--- src/rtl/multicycle_control_if.sv ---
// ---------------------------------------------------------------------------
// multicycle_control_if
// Bundle of the IR fields, status flags and every control line exchanged
// between the multicycle MIPS control FSM and its datapath.
//   master : the control FSM (reads opcode/funct/flags, drives controls)
//   slave  : the datapath side (drives opcode/funct/flags, reads controls)
// ---------------------------------------------------------------------------
interface multicycle_control_if;
    logic [5:0] opcode;
    logic [5:0] funct;
    logic       zero;
    logic       mem_ready;

    logic       iord;
    logic       mem_read;
    logic       mem_write;
    logic       ir_write;
    logic       pc_write;
    logic [1:0] pc_source;
    logic       alu_src_a;
    logic [1:0] alu_src_b;
    logic [1:0] alu_op;
    logic [1:0] reg_dst;
    logic [1:0] mem_to_reg;
    logic       reg_write;
    logic       instr_done;
    logic       illegal_op;

    modport master (
        input  opcode, funct, zero, mem_ready,
        output iord, mem_read, mem_write, ir_write, pc_write, pc_source,
               alu_src_a, alu_src_b, alu_op, reg_dst, mem_to_reg,
               reg_write, instr_done, illegal_op
    );

    modport slave (
        output opcode, funct, zero, mem_ready,
        input  iord, mem_read, mem_write, ir_write, pc_write, pc_source,
               alu_src_a, alu_src_b, alu_op, reg_dst, mem_to_reg,
               reg_write, instr_done, illegal_op
    );
endinterface

--- src/rtl/multicycle_control.sv ---
// ---------------------------------------------------------------------------
// multicycle_control
// Main control FSM of the multicycle MIPS datapath. Sequences fetch, decode,
// execute, memory and writeback, and drives every datapath enable and mux
// select. Outputs are a Moore decode of the state register; the only
// current-cycle input terms are the mem_ready handshake and the ALU zero flag.
//
// alu_op: 00 add, 01 sub, 10 logical-immediate (AND), 11 R-type via funct.
//
// Optional build macro: MULTICYCLE_CTRL_PERF_COUNTERS_EN adds the
// cycle_count / instr_count performance counter outputs.
// ---------------------------------------------------------------------------
module multicycle_control #(
    parameter int          STATE_W = 4,
    parameter logic [1:0]  JAL_REG = 2'b10
) (
    input  logic                   clock,
    input  logic                   reset,
    multicycle_control_if.master   bus,
    output logic [STATE_W-1:0]     state
`ifdef MULTICYCLE_CTRL_PERF_COUNTERS_EN
    ,
    output logic [31:0]            cycle_count,
    output logic [31:0]            instr_count
`endif
);

    // ------------------------------------------------------------------
    // State encodings (all 16 codes of the 4-bit register are assigned)
    // ------------------------------------------------------------------
    localparam logic [STATE_W-1:0] S_RESET     = STATE_W'(4'd0);
    localparam logic [STATE_W-1:0] S_FETCH     = STATE_W'(4'd1);
    localparam logic [STATE_W-1:0] S_DECODE    = STATE_W'(4'd2);
    localparam logic [STATE_W-1:0] S_EXECUTE   = STATE_W'(4'd3);
    localparam logic [STATE_W-1:0] S_R_WB      = STATE_W'(4'd4);
    localparam logic [STATE_W-1:0] S_IMM_ADD   = STATE_W'(4'd5);
    localparam logic [STATE_W-1:0] S_IMM_AND   = STATE_W'(4'd6);
    localparam logic [STATE_W-1:0] S_IMM_WB    = STATE_W'(4'd7);
    localparam logic [STATE_W-1:0] S_MEM_ADDR  = STATE_W'(4'd8);
    localparam logic [STATE_W-1:0] S_MEM_READ  = STATE_W'(4'd9);
    localparam logic [STATE_W-1:0] S_MEM_WB    = STATE_W'(4'd10);
    localparam logic [STATE_W-1:0] S_MEM_WRITE = STATE_W'(4'd11);
    localparam logic [STATE_W-1:0] S_BRANCH    = STATE_W'(4'd12);
    localparam logic [STATE_W-1:0] S_JUMP      = STATE_W'(4'd13);
    localparam logic [STATE_W-1:0] S_JAL       = STATE_W'(4'd14);
    localparam logic [STATE_W-1:0] S_JR        = STATE_W'(4'd15);

    // ------------------------------------------------------------------
    // Opcode / funct values recognised by the decoder
    // ------------------------------------------------------------------
    localparam logic [5:0] OP_RTYPE = 6'b000000;
    localparam logic [5:0] OP_J     = 6'b000010;
    localparam logic [5:0] OP_JAL   = 6'b000011;
    localparam logic [5:0] OP_BEQ   = 6'b000100;
    localparam logic [5:0] OP_BNE   = 6'b000101;
    localparam logic [5:0] OP_ADDI  = 6'b001000;
    localparam logic [5:0] OP_ADDIU = 6'b001001;
    localparam logic [5:0] OP_ANDI  = 6'b001100;
    localparam logic [5:0] OP_LW    = 6'b100011;
    localparam logic [5:0] OP_SW    = 6'b101011;
    localparam logic [5:0] FN_JR    = 6'b001000;

    // Mux select codes
    localparam logic [1:0] PCS_ALU    = 2'b00;
    localparam logic [1:0] PCS_ALUOUT = 2'b01;
    localparam logic [1:0] PCS_JUMP   = 2'b10;
    localparam logic [1:0] PCS_REGA   = 2'b11;

    localparam logic [1:0] SRCB_B     = 2'b00;
    localparam logic [1:0] SRCB_FOUR  = 2'b01;
    localparam logic [1:0] SRCB_IMM   = 2'b10;
    localparam logic [1:0] SRCB_IMMSH = 2'b11;

    localparam logic [1:0] ALUOP_ADD  = 2'b00;
    localparam logic [1:0] ALUOP_SUB  = 2'b01;
    localparam logic [1:0] ALUOP_AND  = 2'b10;
    localparam logic [1:0] ALUOP_RTYP = 2'b11;

    localparam logic [1:0] RDST_RT    = 2'b00;
    localparam logic [1:0] RDST_RD    = 2'b01;

    localparam logic [1:0] M2R_ALUOUT = 2'b00;
    localparam logic [1:0] M2R_MDR    = 2'b01;
    localparam logic [1:0] M2R_PC     = 2'b10;

    // ------------------------------------------------------------------
    // State and internal signals
    // ------------------------------------------------------------------
    logic [STATE_W-1:0] state_q;
    logic [STATE_W-1:0] state_d;
    logic [STATE_W-1:0] decode_target_s;
    logic               decode_illegal_s;

    logic               iord_s;
    logic               mem_read_s;
    logic               mem_write_s;
    logic               ir_write_s;
    logic               pc_write_s;
    logic [1:0]         pc_source_s;
    logic               alu_src_a_s;
    logic [1:0]         alu_src_b_s;
    logic [1:0]         alu_op_s;
    logic [1:0]         reg_dst_s;
    logic [1:0]         mem_to_reg_s;
    logic               reg_write_s;
    logic               instr_done_s;
    logic               illegal_op_s;

    // Map the IR opcode/funct to the first post-decode state
    always_comb begin
        decode_target_s  = S_FETCH;
        decode_illegal_s = 1'b0;
        case (bus.opcode)
            OP_RTYPE: begin
                if (bus.funct == FN_JR) begin
                    decode_target_s = S_JR;
                end else begin
                    decode_target_s = S_EXECUTE;
                end
            end
            OP_LW, OP_SW:      decode_target_s = S_MEM_ADDR;
            OP_BEQ, OP_BNE:    decode_target_s = S_BRANCH;
            OP_J:              decode_target_s = S_JUMP;
            OP_JAL:            decode_target_s = S_JAL;
            OP_ADDI, OP_ADDIU: decode_target_s = S_IMM_ADD;
            OP_ANDI:           decode_target_s = S_IMM_AND;
            default: begin
                decode_target_s  = S_FETCH;
                decode_illegal_s = 1'b1;
            end
        endcase
    end

    // Next-state sequencing; memory states wait for the mem_ready handshake
    always_comb begin
        state_d = state_q;
        case (state_q)
            S_RESET:     state_d = S_FETCH;
            S_FETCH: begin
                if (bus.mem_ready) begin
                    state_d = S_DECODE;
                end else begin
                    state_d = S_FETCH;
                end
            end
            S_DECODE:    state_d = decode_target_s;
            S_EXECUTE:   state_d = S_R_WB;
            S_R_WB:      state_d = S_FETCH;
            S_IMM_ADD:   state_d = S_IMM_WB;
            S_IMM_AND:   state_d = S_IMM_WB;
            S_IMM_WB:    state_d = S_FETCH;
            S_MEM_ADDR: begin
                if (bus.opcode == OP_LW) begin
                    state_d = S_MEM_READ;
                end else begin
                    state_d = S_MEM_WRITE;
                end
            end
            S_MEM_READ: begin
                if (bus.mem_ready) begin
                    state_d = S_MEM_WB;
                end else begin
                    state_d = S_MEM_READ;
                end
            end
            S_MEM_WB:    state_d = S_FETCH;
            S_MEM_WRITE: begin
                if (bus.mem_ready) begin
                    state_d = S_FETCH;
                end else begin
                    state_d = S_MEM_WRITE;
                end
            end
            S_BRANCH:    state_d = S_FETCH;
            S_JUMP:      state_d = S_FETCH;
            S_JAL:       state_d = S_FETCH;
            S_JR:        state_d = S_FETCH;
            default:     state_d = S_FETCH;
        endcase
    end

    // State register; reset abandons any in-flight instruction
    always_ff @(posedge clock) begin
        if (reset) begin
            state_q <= S_RESET;
        end else begin
            state_q <= state_d;
        end
    end

    // Control decode of the current state (zero/mem_ready are the only live inputs)
    always_comb begin
        iord_s       = 1'b0;
        mem_read_s   = 1'b0;
        mem_write_s  = 1'b0;
        ir_write_s   = 1'b0;
        pc_write_s   = 1'b0;
        pc_source_s  = PCS_ALU;
        alu_src_a_s  = 1'b0;
        alu_src_b_s  = SRCB_B;
        alu_op_s     = ALUOP_ADD;
        reg_dst_s    = RDST_RT;
        mem_to_reg_s = M2R_ALUOUT;
        reg_write_s  = 1'b0;
        instr_done_s = 1'b0;
        illegal_op_s = 1'b0;
        case (state_q)
            S_RESET: begin
                iord_s = 1'b0;
            end
            S_FETCH: begin
                // PC <= PC + 4 and IR load happen only when the read completes
                mem_read_s  = 1'b1;
                alu_src_b_s = SRCB_FOUR;
                ir_write_s  = bus.mem_ready;
                pc_write_s  = bus.mem_ready;
            end
            S_DECODE: begin
                // Branch target speculatively computed into ALUOut
                alu_src_b_s  = SRCB_IMMSH;
                illegal_op_s = decode_illegal_s;
                instr_done_s = decode_illegal_s;
            end
            S_EXECUTE: begin
                alu_src_a_s = 1'b1;
                alu_op_s    = ALUOP_RTYP;
            end
            S_R_WB: begin
                reg_dst_s    = RDST_RD;
                reg_write_s  = 1'b1;
                instr_done_s = 1'b1;
            end
            S_IMM_ADD: begin
                alu_src_a_s = 1'b1;
                alu_src_b_s = SRCB_IMM;
            end
            S_IMM_AND: begin
                alu_src_a_s = 1'b1;
                alu_src_b_s = SRCB_IMM;
                alu_op_s    = ALUOP_AND;
            end
            S_IMM_WB: begin
                reg_write_s  = 1'b1;
                instr_done_s = 1'b1;
            end
            S_MEM_ADDR: begin
                alu_src_a_s = 1'b1;
                alu_src_b_s = SRCB_IMM;
            end
            S_MEM_READ: begin
                mem_read_s = 1'b1;
                iord_s     = 1'b1;
            end
            S_MEM_WB: begin
                mem_to_reg_s = M2R_MDR;
                reg_write_s  = 1'b1;
                instr_done_s = 1'b1;
            end
            S_MEM_WRITE: begin
                mem_write_s  = 1'b1;
                iord_s       = 1'b1;
                instr_done_s = bus.mem_ready;
            end
            S_BRANCH: begin
                // opcode[0] distinguishes BNE (1) from BEQ (0)
                alu_src_a_s  = 1'b1;
                alu_op_s     = ALUOP_SUB;
                pc_source_s  = PCS_ALUOUT;
                pc_write_s   = bus.opcode[0] ? ~bus.zero : bus.zero;
                instr_done_s = 1'b1;
            end
            S_JUMP: begin
                pc_source_s  = PCS_JUMP;
                pc_write_s   = 1'b1;
                instr_done_s = 1'b1;
            end
            S_JAL: begin
                // PC already holds PC+4 from FETCH, so it is the link value
                pc_source_s  = PCS_JUMP;
                pc_write_s   = 1'b1;
                reg_dst_s    = JAL_REG;
                mem_to_reg_s = M2R_PC;
                reg_write_s  = 1'b1;
                instr_done_s = 1'b1;
            end
            S_JR: begin
                pc_source_s  = PCS_REGA;
                pc_write_s   = 1'b1;
                instr_done_s = 1'b1;
            end
            default: begin
                iord_s = 1'b0;
            end
        endcase
    end

    assign bus.iord       = iord_s;
    assign bus.mem_read   = mem_read_s;
    assign bus.mem_write  = mem_write_s;
    assign bus.ir_write   = ir_write_s;
    assign bus.pc_write   = pc_write_s;
    assign bus.pc_source  = pc_source_s;
    assign bus.alu_src_a  = alu_src_a_s;
    assign bus.alu_src_b  = alu_src_b_s;
    assign bus.alu_op     = alu_op_s;
    assign bus.reg_dst    = reg_dst_s;
    assign bus.mem_to_reg = mem_to_reg_s;
    assign bus.reg_write  = reg_write_s;
    assign bus.instr_done = instr_done_s;
    assign bus.illegal_op = illegal_op_s;
    assign state          = state_q;

`ifdef MULTICYCLE_CTRL_PERF_COUNTERS_EN
    logic [31:0] cycle_count_q;
    logic [31:0] instr_count_q;

    // Free-running cycle and retired-instruction counters, wrapping at 2^32
    always_ff @(posedge clock) begin
        if (reset) begin
            cycle_count_q <= 32'd0;
            instr_count_q <= 32'd0;
        end else begin
            cycle_count_q <= cycle_count_q + 32'd1;
            if (instr_done_s) begin
                instr_count_q <= instr_count_q + 32'd1;
            end else begin
                instr_count_q <= instr_count_q;
            end
        end
    end

    assign cycle_count = cycle_count_q;
    assign instr_count = instr_count_q;
`endif

endmodule

--- src/flat_wrapper.sv ---
// flat-port wrapper written by rule: the top's interface ports become plain ports
module multicycle_control_flat 
#(
    parameter int          STATE_W = 4,
    parameter logic [1:0]  JAL_REG = 2'b10
)
  (clock, reset, state, bus_opcode, bus_funct, bus_zero, bus_mem_ready, bus_iord, bus_mem_read, bus_mem_write, bus_ir_write, bus_pc_write, bus_pc_source, bus_alu_src_a, bus_alu_src_b, bus_alu_op, bus_reg_dst, bus_mem_to_reg, bus_reg_write, bus_instr_done, bus_illegal_op);
  multicycle_control_if bus_i ();
  input  logic clock;
  input  logic reset;
  output logic [STATE_W-1:0] state;
  input wire logic [$bits(bus_i.opcode)-1:0] bus_opcode;
  input wire logic [$bits(bus_i.funct)-1:0] bus_funct;
  input wire logic [$bits(bus_i.zero)-1:0] bus_zero;
  input wire logic [$bits(bus_i.mem_ready)-1:0] bus_mem_ready;
  output wire logic [$bits(bus_i.iord)-1:0] bus_iord;
  output wire logic [$bits(bus_i.mem_read)-1:0] bus_mem_read;
  output wire logic [$bits(bus_i.mem_write)-1:0] bus_mem_write;
  output wire logic [$bits(bus_i.ir_write)-1:0] bus_ir_write;
  output wire logic [$bits(bus_i.pc_write)-1:0] bus_pc_write;
  output wire logic [$bits(bus_i.pc_source)-1:0] bus_pc_source;
  output wire logic [$bits(bus_i.alu_src_a)-1:0] bus_alu_src_a;
  output wire logic [$bits(bus_i.alu_src_b)-1:0] bus_alu_src_b;
  output wire logic [$bits(bus_i.alu_op)-1:0] bus_alu_op;
  output wire logic [$bits(bus_i.reg_dst)-1:0] bus_reg_dst;
  output wire logic [$bits(bus_i.mem_to_reg)-1:0] bus_mem_to_reg;
  output wire logic [$bits(bus_i.reg_write)-1:0] bus_reg_write;
  output wire logic [$bits(bus_i.instr_done)-1:0] bus_instr_done;
  output wire logic [$bits(bus_i.illegal_op)-1:0] bus_illegal_op;
  assign bus_i.opcode = bus_opcode;
  assign bus_i.funct = bus_funct;
  assign bus_i.zero = bus_zero;
  assign bus_i.mem_ready = bus_mem_ready;
  assign bus_iord = bus_i.iord;
  assign bus_mem_read = bus_i.mem_read;
  assign bus_mem_write = bus_i.mem_write;
  assign bus_ir_write = bus_i.ir_write;
  assign bus_pc_write = bus_i.pc_write;
  assign bus_pc_source = bus_i.pc_source;
  assign bus_alu_src_a = bus_i.alu_src_a;
  assign bus_alu_src_b = bus_i.alu_src_b;
  assign bus_alu_op = bus_i.alu_op;
  assign bus_reg_dst = bus_i.reg_dst;
  assign bus_mem_to_reg = bus_i.mem_to_reg;
  assign bus_reg_write = bus_i.reg_write;
  assign bus_instr_done = bus_i.instr_done;
  assign bus_illegal_op = bus_i.illegal_op;
  multicycle_control #(.STATE_W(STATE_W), .JAL_REG(JAL_REG)) u_core (.clock(clock), .reset(reset), .bus(bus_i), .state(state));
endmodule
--- config.mk ---
export PLATFORM = sky130hd
export DESIGN_NAME = multicycle_control_flat
export DESIGN_NICKNAME = d
export VERILOG_FILES = /design/src/rtl/multicycle_control_if.sv /design/src/rtl/multicycle_control.sv /design/src/flat_wrapper.sv
export SDC_FILE = /design/constraint.sdc
export NUM_CORES = 1
export LEC_CHECK = 0
export ABC_AREA = 1
export CAP_MARGIN = 20
export CORE_MARGIN = 10
export CORE_UTILIZATION = 32
export DETAILED_ROUTE_END_ITERATION = 10
export PLACE_DENSITY_LB_ADDON = 0.1
export SLEW_MARGIN = 0
export SYNTH_ARGS = -nofsm -noshare
export SYNTH_HDL_FRONTEND = slang
export SYNTH_SLANG_ARGS = --single-unit
--- constraint.sdc ---
create_clock -name clock -period 1.4 [get_ports clock]
set_input_delay 0.42 -clock clock [delete_from_list [all_inputs] [get_ports clock]]
set_output_delay 0.42 -clock clock [all_outputs]
set_load 0.01 [all_outputs]
==> metrics, run 1 <==
adder and majority cell fraction of the synthesized area 0; Worst EP post-GRT repair bus_instr_done; width of the die 64.0 um; DPL Wire Length 2.33 mm; Yosys reg bits 4; total instance count after detailed placement 226; area of the mapped netlist 619 sq um; CTS H-Tree Depth 1; mux contribution to synthesized area 0; Syn Nets 145; largest family of logic cells by synthesized area simple AND/OR/NAND/NOR gates; count of hold buffers inserted by post-cts repair 0; Placer Congestion 0.868; stage at which the flow ended global routing; Post-Synth XOR/XNOR Area 0.0141; number of sinks on the clock net 4; clock buffer depth 2; num ports 39; Compound-Gate Fraction of Synth Area 0.129; worst ep type top-level output; starting density of the core 0.347; post-synthesis area per instance 4.80 sq um; cell area after placement 1330 sq um; total CTS buffers 3; part of the Yosys area used for sequential elements 0.129; worst setup timing slack at the placement stage -1270 ps; synthesized-area fraction occupied by and/or/nand/nor cells 0.576; Chip Height 64.0 um; total of warnings raised by yosys 0; result of the run aborted with a tool error; post-synthesis cell type count 17; Port Buf Inserts 38; maximum number of pins on one net before global-route repair 8; number of instances in the synthesized netlist 129; Site Rows 15; Root Buffer clkbuf_4; first error in the log [ERROR DPL-0038] Utilization greater than 100%, impossible to legalize
Yosys cell counts:
library cell,instances,area [sq um]
or2_2,1,6.26
o221ai_1,1,8.76
nand3_1,14,70.1
o21ai_0,5,25.0
nor2_1,34,128
nand2_2,2,12.5
nand4_1,2,12.5
a22oi_1,2,15.0
inv_1,24,90.1
xnor2_1,1,8.76
dfxtp_1,4,80.1
a21oi_1,5,25.0
inv_2,1,3.75
nor2_2,2,12.5
a31oi_1,1,6.26
nand2_1,29,109
or2_1,1,6.26
per-stage QoR:
stage / util / hold slack (ps)
after CTS: 0.916 / 724
after floorplan: - / 482
after global placement: 0.745 / 723
after detailed placement: 0.745 / 730
what timing repair did:
item,4_1_cts
pin swaps,25
gates resized for setup,202
buffers inserted,24
endpoints found under the setup margin,27
kinds of logic after synthesis:
| family | after synthesis |
|---|---|
| AOI/OAI and AO/OA | 14 |
| xor gates and xnor gates | 1 |
| buffers and inverters | 25 |
| and+or+nand+nor | 85 |
| DFF | 4 |
==> run 2, diff against run 1 <==
--- a/config.mk
+++ b/config.mk
@@ -7,10 +7,10 @@
 export LEC_CHECK = 0
 export ABC_AREA = 1
 export CAP_MARGIN = 20
-export CORE_MARGIN = 10
-export CORE_UTILIZATION = 32
+export CORE_AREA = 10 10 71 73
 export DETAILED_ROUTE_END_ITERATION = 10
-export PLACE_DENSITY_LB_ADDON = 0.1
+export DIE_AREA = 0 0 81 83
+export PLACE_DENSITY_LB_ADDON = 0.15
 export SLEW_MARGIN = 0
 export SYNTH_ARGS = -nofsm -noshare
 export SYNTH_HDL_FRONTEND = slang
==> constraint.sdc (replaced) <==
create_clock -name clock -period 1.82 [get_ports clock]
set_input_delay 0.546 -clock clock [delete_from_list [all_inputs] [get_ports clock]]
set_output_delay 0.546 -clock clock [all_outputs]
set_load 0.01 [all_outputs]
==> metrics, run 2 <==
Fmax 515 MHz; number of flops mapped to enable cells by yosys 0 (unchanged); violated checks setup timing; cell area after placement 1340 sq um (+0.66%); number of setup violations in the final report 4; power density over the cells 427 nW/um^2; post-synthesis cell type count 17 (unchanged); hold violation count in the final report 0; setup repair after global routing missed its margin true; kind of start point of the critical path input pin; data required time of the worst path 1270 ps; global router's overall resource usage 0.0947; detail-routed via count per cell 4.20; worst setup timing slack at the placement stage -1020 ps (+249 ps); number of sinks on the clock net 4 (unchanged); PnR Total Power 727 uW; startpoint of the lowest-slack hold path u_core.state[1]; post-route cell area 1700 sq um; detailed-routing iteration count for the pre-antenna-repair pass 3; Total Routed Length 3.35 mm; number of pins exceeding their max-slew limit in the final report 0; antenna-violating nets left 0; Lkg Pwr 0.970 nW; global-route wire length before repair 5.40 mm; area of the mapped netlist 619 sq um (unchanged); Yosys reg bits 4 (unchanged); final net count 250; relative slew slack 0.847; clock edge transition at the registers on the reported setup and hold paths 30 ps; share of cells above drive strength 1 0.621; number of antenna repair diodes 0; Synth area leader nor2_1; total of warnings raised by yosys 0 (unchanged); clock tree skew after final layout 1.25 ps; worst ir drop on vdd 0.189 mV; DPL Wire Length 2.48 mm (+6.5%); number of global-route vias before repair 1236; Port Buf Inserts 38 (unchanged); least setup slack across all paths after layout -124 ps; Post-synth top flop dfxtp_1; Placer Congestion 0.825 (-4.9%); maximum number of pins on one net before global-route repair 7; classification of the worst-slack hold path flip-flop to flip-flop; sum of negative setup slack -370 ps; Crit path arrival time 1400 ps; clock buffer depth 2 (unchanged); most used cells in the layout excluding fill and tap cells buf_4 (54), nor2_1 (23), nand2_1 (17), buf_2 (17), inv_1 (15); insertion delay of the later-clocked pin in the worst-skew pair 210 ps; wire length per cell 12.0 um; count leader, synth nor2_1; routed via count 1177; number of design-rule violations left by the first detailed-router iteration 27; max-cap violations 0; most instantiated cells after synthesis nor2_1 (34), nand2_1 (29), inv_1 (24); part of the Yosys area used for sequential elements 0.129 (unchanged); initial antenna violation count 0; pin slew with the least headroom to its limit 230 ps; DRC violations left 0; width of the die 81 um (+27%); min Tclk post-route 1940 ps; number of flip-flops under the largest register name 4; sort of element at the end of the critical path output port; Root Buffer clkbuf_8; Syn Nets 145 (unchanged); post-synth top area share 0.206 (unchanged); post-synthesis area per instance 4.80 sq um (unchanged); Chip Height 83 um (+30%); source of the worst register-to-register timing path u_core.state[0]; P&R area growth vs syn 175%; dominant cells by area after synthesis nor2_1 (21%), nand2_1 (18%), inv_1 (15%); total CTS buffers 3 (unchanged); most common cell after layout, fill and taps aside buf_4; CTS tree done; number of instances in the synthesized netlist 129 (unchanged); CORE AREA 3630 sq um; remaining global-route overflow 0; path type of the worst setup path input pin to output port; result of the run finished, violations left; share of the core filled with cells in the final layout 0.468; maximum fanout encountered on the critical timing path 4; CTS H-Tree Depth 1 (unchanged); die footprint 6720 sq um; Site Rows 22 (+7); critical path launch point bus_opcode[2]; fin crit share 1.07; starting density of the core 0.170 (-0.177); num ports 39 (unchanged); fraction of synthesis flops using an asynchronous set or reset pin 0 (unchanged)
==> run 2: routing by layer <==
layer  global-route usage  wire [um]  vias up
li1                     -          -      610
met1               0.0990       1340      531
met2                0.173       1750       32
met3               0.0237        216        4
met4               0.0344         42        0
met5                    0          0        -
==> run 2: logic make-up after synthesis <==
group / share of synthesized area
compound gates: 0.129
xor+xnor: 0.0141
buf+inv: 0.152
flops: 0.129
simple gates: 0.576
==> run 2: report_power, final <==
| group | switching [mW] | internal [mW] |
|---|---|---|
| registers | 0.00979 | 0.0961 |
| clock network | 0.0398 | 0.140 |
| logic | 0.206 | 0.235 |
| total | 0.255 | 0.471 |
==> run 2: worst max-delay path, cell delays in order <==
cell and delay [ps]:
buf_8 110, nor2_4 110, buf_4 140, nand3_1 130, nand4_1 160, o21ai_1 60
buf_2 140
==> run 2: final timing paths <==
check | end | slack (ps) | cells past startpoint
min reg2reg | u_core.state[3] | 760 | 4
max reg2reg | u_core.state[1] | 440 | 12
max | bus_instr_done | -120 | 7
min | u_core.state[3] | 760 | 4
==> run 2: stage by stage <==
step	hold slack (ps)	instances
floorplan	615	129
global placement	793	252
detailed placement	796	252
CTS	745	276
global route	832	280
finish	756	280
==> run 2: final cells by class <==
| class | count | area [sq um] |
|---|---|---|
| clock buffers | 3 | 41.3 |
| fillers | 396 | 1930 |
| inverters | 25 | 96.3 |
| multi-input cells | 100 | 624 |
| flip-flops and latches | 4 | 90.1 |
| well taps | 48 | 60.1 |
| repair buffers | 100 | 790 |
==> run 2: repair_timing <==
action | 4_1_cts | 5_1_grt
setup endpoints to repair | 23 | 20
resized for setup | 143 | 44
buffers inserted | 22 | 8
hold buffers | 0 | 0
pin swaps | 16 | 22
gates cloned | 0 | 0
(Power assumes the default switching activity.)
